===== src/rtl/preset_timer.sv =====
// preset_timer: single-clock mm:ss countdown timer with a preset register,
// auto-reload, wrap-around editing, pause/resume, a one-cycle expiry pulse
// and a blink output for the alarm display.
// No valid/ready handshakes here: every control input is a single-cycle
// pulse that is sampled on the rising edge where it is high.
module preset_timer #(
    parameter int TICKS_PER_SEC = 100_000_000,
    parameter int MIN_MAX       = 59,
    parameter int MIN_W         = 6,
    parameter int BLINK_TICKS   = 50_000_000
) (
    input  logic             clk,
    input  logic             rst_n,
    input  logic             en,
    input  logic             start,
    input  logic             stop,
    input  logic             clear,
    input  logic             inc_min,
    input  logic             inc_sec,
    input  logic             dir,
    input  logic             auto_reload,
    output logic [MIN_W-1:0] minutes,
    output logic [5:0]       seconds,
    output logic             running,
    output logic             expired,
    output logic             blink,
    output logic [1:0]       dbg_state
);

    localparam int PW = (TICKS_PER_SEC > 1) ? $clog2(TICKS_PER_SEC) : 1;
    localparam int BW = (BLINK_TICKS > 1) ? $clog2(BLINK_TICKS) : 1;
    localparam logic [PW-1:0]    PRESC_LAST = PW'(TICKS_PER_SEC - 1);
    localparam logic [BW-1:0]    BLINK_LAST = BW'(BLINK_TICKS - 1);
    localparam logic [MIN_W-1:0] MIN_TOP    = MIN_W'(MIN_MAX);
    localparam logic [5:0]       SEC_TOP    = 6'd59;

    typedef enum logic [1:0] {
        S_IDLE  = 2'd0,
        S_ARMED = 2'd1,
        S_RUN   = 2'd2,
        S_DONE  = 2'd3
    } state_t;

    state_t           r_state, w_state_nx;
    logic [MIN_W-1:0] r_min, r_pmin, w_min_nx, w_pmin_nx;
    logic [5:0]       r_sec, r_psec, w_sec_nx, w_psec_nx;
    logic [PW-1:0]    r_presc, w_presc_nx;
    logic [BW-1:0]    r_bcnt, w_bcnt_nx;
    logic             r_blink, w_blink_nx;
    logic             r_expired, w_exp_nx;

    logic [MIN_W-1:0] w_edit_min, w_cnt_min;
    logic [5:0]       w_edit_sec, w_cnt_sec;
    logic             w_edit, w_preset_nz, w_edit_nz, w_cnt_zero, w_bcnt_wrap;

    // Field-local edit steps (wrap with explicit compares, no carry between
    // fields) and the one-second decrement with minute borrow.
    always_comb begin
        w_edit_min = r_min;
        w_edit_sec = r_sec;
        if (inc_min) begin
            if (dir) w_edit_min = (r_min == MIN_TOP) ? '0 : r_min + MIN_W'(1);
            else     w_edit_min = (r_min == '0) ? MIN_TOP : r_min - MIN_W'(1);
        end
        if (inc_sec) begin
            if (dir) w_edit_sec = (r_sec == SEC_TOP) ? 6'd0 : r_sec + 6'd1;
            else     w_edit_sec = (r_sec == 6'd0) ? SEC_TOP : r_sec - 6'd1;
        end
        if (r_sec != 6'd0) begin
            w_cnt_sec = r_sec - 6'd1;
            w_cnt_min = r_min;
        end else begin
            w_cnt_sec = SEC_TOP;
            w_cnt_min = (r_min == '0) ? '0 : r_min - MIN_W'(1);
        end
    end

    assign w_edit      = inc_min | inc_sec;
    assign w_preset_nz = (r_pmin != '0) || (r_psec != 6'd0);
    assign w_edit_nz   = (w_edit_min != '0) || (w_edit_sec != 6'd0);
    assign w_cnt_zero  = (w_cnt_min == '0) && (w_cnt_sec == 6'd0);
    assign w_bcnt_wrap = (r_bcnt == BLINK_LAST);

    // Next-state and next-datapath logic; clear > start > stop > edit, and a
    // higher-priority pulse drops the lower ones even when it has no effect.
    always_comb begin
        w_state_nx = r_state;
        w_min_nx   = r_min;
        w_sec_nx   = r_sec;
        w_pmin_nx  = r_pmin;
        w_psec_nx  = r_psec;
        w_presc_nx = r_presc;
        w_bcnt_nx  = r_bcnt;
        w_blink_nx = r_blink;
        w_exp_nx   = 1'b0;
        if (clear) begin
            w_state_nx = S_IDLE;
            w_min_nx   = '0;
            w_sec_nx   = 6'd0;
            w_pmin_nx  = '0;
            w_psec_nx  = 6'd0;
            w_presc_nx = '0;
        end else begin
            case (r_state)
                S_RUN: begin
                    if (!start && stop) begin
                        w_state_nx = S_ARMED;
                    end else if (en) begin
                        if (r_presc == PRESC_LAST) begin
                            w_presc_nx = '0;
                            if (w_cnt_zero) begin
                                w_exp_nx = 1'b1;
                                if (auto_reload) begin
                                    w_min_nx = r_pmin;
                                    w_sec_nx = r_psec;
                                end else begin
                                    w_min_nx   = '0;
                                    w_sec_nx   = 6'd0;
                                    w_state_nx = S_DONE;
                                    w_blink_nx = 1'b1;
                                    w_bcnt_nx  = '0;
                                end
                            end else begin
                                w_min_nx = w_cnt_min;
                                w_sec_nx = w_cnt_sec;
                            end
                        end else begin
                            w_presc_nx = r_presc + PW'(1);
                        end
                    end
                end
                S_DONE: begin
                    if (start && w_preset_nz) begin
                        w_state_nx = S_RUN;
                        w_min_nx   = r_pmin;
                        w_sec_nx   = r_psec;
                        w_presc_nx = '0;
                    end else if (!start && stop) begin
                        w_min_nx   = r_pmin;
                        w_sec_nx   = r_psec;
                        w_state_nx = w_preset_nz ? S_ARMED : S_IDLE;
                    end else if (!start && w_edit) begin
                        w_min_nx   = w_edit_min;
                        w_sec_nx   = w_edit_sec;
                        w_pmin_nx  = w_edit_min;
                        w_psec_nx  = w_edit_sec;
                        w_state_nx = w_edit_nz ? S_ARMED : S_IDLE;
                    end else begin
                        w_bcnt_nx  = w_bcnt_wrap ? '0 : r_bcnt + BW'(1);
                        w_blink_nx = w_bcnt_wrap ? ~r_blink : r_blink;
                    end
                end
                default: begin
                    if (start) begin
                        if (r_state == S_ARMED) w_state_nx = S_RUN;
                    end else if (!stop && w_edit) begin
                        w_min_nx   = w_edit_min;
                        w_sec_nx   = w_edit_sec;
                        w_pmin_nx  = w_edit_min;
                        w_psec_nx  = w_edit_sec;
                        w_state_nx = w_edit_nz ? S_ARMED : S_IDLE;
                    end
                end
            endcase
        end
        // The blink machinery only lives in DONE.
        if (w_state_nx != S_DONE) begin
            w_blink_nx = 1'b0;
            w_bcnt_nx  = '0;
        end
    end

    // State and datapath registers.
    always_ff @(posedge clk or negedge rst_n) begin
        if (!rst_n) begin
            r_state   <= S_IDLE;
            r_min     <= '0;
            r_sec     <= 6'd0;
            r_pmin    <= '0;
            r_psec    <= 6'd0;
            r_presc   <= '0;
            r_bcnt    <= '0;
            r_blink   <= 1'b0;
            r_expired <= 1'b0;
        end else begin
            r_state   <= w_state_nx;
            r_min     <= w_min_nx;
            r_sec     <= w_sec_nx;
            r_pmin    <= w_pmin_nx;
            r_psec    <= w_psec_nx;
            r_presc   <= w_presc_nx;
            r_bcnt    <= w_bcnt_nx;
            r_blink   <= w_blink_nx;
            r_expired <= w_exp_nx;
        end
    end

    assign minutes   = r_min;
    assign seconds   = r_sec;
    assign running   = (r_state == S_RUN);
    assign expired   = r_expired;
    assign blink     = r_blink;
    assign dbg_state = r_state;

endmodule

===== config.mk =====
export PLATFORM = sky130hd
export DESIGN_NAME = preset_timer
export DESIGN_NICKNAME = d
export VERILOG_FILES = /design/src/rtl/preset_timer.sv
export SDC_FILE = /design/constraint.sdc
export NUM_CORES = 1
export LEC_CHECK = 0
export ABC_AREA = 1
export BUFFER_PORTS_ARGS = -buffer_cell sky130_fd_sc_hd__buf_2
export CAP_MARGIN = 5
export CORE_MARGIN = 2
export CORE_UTILIZATION = 50
export DETAILED_ROUTE_END_ITERATION = 10
export HOLD_SLACK_MARGIN = 0.05
export PLACE_DENSITY = 0.75
export SLEW_MARGIN = 5
export SYNTH_ARGS = -nofsm -noshare
export SYNTH_HDL_FRONTEND = slang
export SYNTH_SLANG_ARGS = --single-unit

===== constraint.sdc =====
create_clock -name clk -period 3 [get_ports clk]
set_input_delay 0.3 -clock clk [delete_from_list [all_inputs] [get_ports clk]]
set_output_delay 0.3 -clock clk [all_outputs]
set_load 0.02 [all_outputs]

==> impl_metrics.toml <==
[placement]
numPortBuffers = 26
gp_congestion = 0.952
dp_hpwl_um = 10000
placed_cells = 940

[synthesis]
synth_cells = 787
synth_fp_nets = 806
ys_types = 47
avgSynthCellArea_um2 = 6.95
syn_area_um2 = 5470
yosysSeqAreaShare_pct = 37.0
ys_async_sr_fraction_pct = 100
yosys_warnings = 0
synthFlopType = "dfrtp_1"
ys_ff_latch = 81
synth_edf_count = 0

[clocking]
clockBufferDepth = 2
hold_buffers = 0
numCtsBuffers = 9
clk-insertion-delay-late_ns = 0.36
cts.clk_slew.worst_paths_ns = 0.08
cts_tree = "built"
root_buffer = "clkbuf_8"
cts_resized = 0
cts_setup_buffers = 0
cts_sinks = 81
cts_max_level = 3

[finish]
drive_above_1_share_pct = 9.44
nFillCells = 1024
final_cells = 956
layout.nets = 830
n_antenna_cell = 0
syn_to_final_growth_pct = 7.82
final_core_util_pct = 54.9

[setup_path]
end_kind = "flop"
crit_path_start_kind = "flop"
crit_type = "flop to flop"
cp_data_required_time_ns = 3.26
path_max_fanout = 10
crit_arrival_ns = 2.89

[floorplanning]
die_x_um = 109
design.die.area_um2 = 11800
initial_core_util_pct = 50.9
std_cell_rows = 38
die_y_um = 109
pin_count = 27
fp.coreArea_um2 = 10700

[sta]
max-slew-margin-rel_pct = 32.5
setup_viol = 0
tns_ns = 0
min_period_over_period_pct = 87.7
period_needed_ns = 2.63
final_max_slew_viol_count = 0
fmax_mhz = 380
worstMarginPinSlew_ns = 1.01
rsz0062_at_grt = "no"
fin_skew_ns = 0.0126
hold_viol_final = 0

[route]
avgViaCountPerCell = 5.59
dr.pass1.iters = 5
remaining_drc_errors = 0
wl_per_cell_um = 14.2
detail-route-antenna-nets = 0
first_iter_violations = 557
vias = 5342
wl_um = 13600

[flow_run]
drv_cap = 0

[grt]
grt_pass1_vias = 4999
grt_pass1_wl_um = 23000
antenna_found_initial = 0
grt_max_degree = 82
grt_usage_pct = 24.3
grt_overflow = 0

[power]
power_density_nw_per_um2 = 543
clockPowerShare_pct = 24.4
irDropWorstVdd_uv = 301
swShare_pct = 40.4
p_int_mw = 1.91
seq_power_share_pct = 40.5
leakage_nw = 2.79
p_sw_mw = 1.29
combPwrFrac_pct = 35.1

[status]
status = "finished clean"

[min_path]
hp-class = "input pin to asynchronous set/reset pin"
metal layers:
metal  track usage [%]  share of wire (%)
met1              32.8                 46
met2              38.7                 46
met3              3.59                5.5
met4              11.4                2.4
met5                 0                  0
final timing paths:
check / end / slack (ns) / start / depth (start not counted)
max reg2reg: blink / 0.37 / seconds[1] / 18
min: r_presc[14] / 0.08 / rst_n / 1
min in group clk: dbg_state[0] / 0.35 / clear / 4
max: blink / 0.37 / seconds[1] / 18
max in group asynchronous: r_bcnt[22] / 2.23 / rst_n / 1
min reg2reg: r_bcnt[0] / 0.49 / r_bcnt[0] / 1
flip-flops by register name, summed over array words and instances, names as in the netlist:
name / cells
r_bcnt: 26
r_pmin: 6
minutes: 6
r_psec: 6
blink: 1
r_presc: 27
expired: 1
dbg_state: 2
seconds: 6
Yosys cell counts, types with 2 or more instances:
| master | instances | area share (%) |
|---|---|---|
| a211oi_1 | 4 | 0.55 |
| a21boi_1 | 2 | 0.27 |
| a21oi_1 | 42 | 3.8 |
| a221oi_1 | 2 | 0.32 |
| a22oi_1 | 3 | 0.41 |
| a31oi_1 | 4 | 0.46 |
| buf_2 | 9 | 0.82 |
| buf_4 | 3 | 0.41 |
| clkbuf_1 | 3 | 0.21 |
| dfrtp_1 | 81 | 37 |
| ha_1 | 9 | 2.1 |
| inv_1 | 119 | 8.2 |
| inv_2 | 9 | 0.62 |
| nand2_1 | 193 | 13 |
| nand3_1 | 52 | 4.8 |
| nand4_1 | 27 | 3.1 |
| nand4_2 | 2 | 0.46 |
| nor2_1 | 85 | 5.8 |
| nor2_2 | 4 | 0.46 |
| nor2_4 | 9 | 1.9 |
| nor3_1 | 13 | 1.2 |
| nor3_2 | 2 | 0.37 |
| nor3b_1 | 2 | 0.27 |
| nor4_1 | 4 | 0.46 |
| nor4_2 | 2 | 0.46 |
| o211ai_1 | 4 | 0.55 |
| o21a_1 | 5 | 0.69 |
| o21ai_0 | 31 | 2.8 |
| o21ai_1 | 15 | 1.4 |
| o221ai_1 | 3 | 0.48 |
| o22ai_1 | 20 | 2.3 |
| or2_1 | 2 | 0.23 |
| xor2_1 | 8 | 1.3 |
cells in the final DEF, fill, tap and decap left out, drive strengths merged, types with 7 or more instances in the layout:
master	instances
xor2	8
dfrtp	81
nor3	16
buf	29
ha	9
nand2	193
o21ai	46
nand3	54
clkbuf	11
o22ai	20
nand4	29
inv	128
a21oi	43
nor2	98
nor4	7
power by group through the flow:
stage	Sequential, mW	Combinational [mW]	Clock (mW)
after global routing	1.31	1.27	0.845
final	1.30	1.12	0.781
after CTS	1.29	1.12	0.795
after detailed placement	1.32	1.11	0
after global placement	1.31	1.10	0
after floorplan	1.31	0.835	0
worst max-delay path, stage by stage, from the launching register on:
cell and delay, ns:
dfrtp_1 0.52, inv_1 0.18, ha_1 0.26, nand3_4 0.18, nand3_1 0.24, nand2_1 0.12
nand3_1 0.07, nand2_1 0.14, nand2_1 0.07, nor2_1 0.17, nand2_1 0.08, nand2_1 0.07
nand2_1 0.06, nand2_1 0.06, nand2_1 0.05, nand2_1 0.09, nor2_1 0.05, nand3_1 0.06
nand2_1 0.05
final cells by class:
class / count / area, µm² / share of cell area [%]
clock inverters: 5 / 56.3 / 0.954
well taps: 140 / 175 / 2.97
multi-input cells: 561 / 2870 / 48.7
flip-flops and latches: 81 / 2030 / 34.4
inverters: 129 / 484 / 8.21
repair buffers: 29 / 155 / 2.63
clock buffers: 11 / 131 / 2.23
stage by stage:
step                instance area [µm²]  hold WS, ns  power [mW]  worst slack [ns]
floorplan                          5470      0.00441        2.14             0.769
global placement                   5710        0.470        2.40             0.408
detailed placement                 5710        0.480        2.43             0.385
CTS                                5900        0.142        3.21             0.365
global route                       5900        0.199        3.42             0.103
finish                             5900       0.0794        3.20             0.368
logic make-up after synthesis:
logic type / synth area share, %
AO/OA/AOI/OAI: 14.9
XOR/XNOR: 1.44
adder cells (fa/ha/maj): 2.06
buffers and inverters: 10.5
flip-flops: 37.0
AND/OR/NAND/NOR: 34.1
Power figures use the tool's default switching activity.
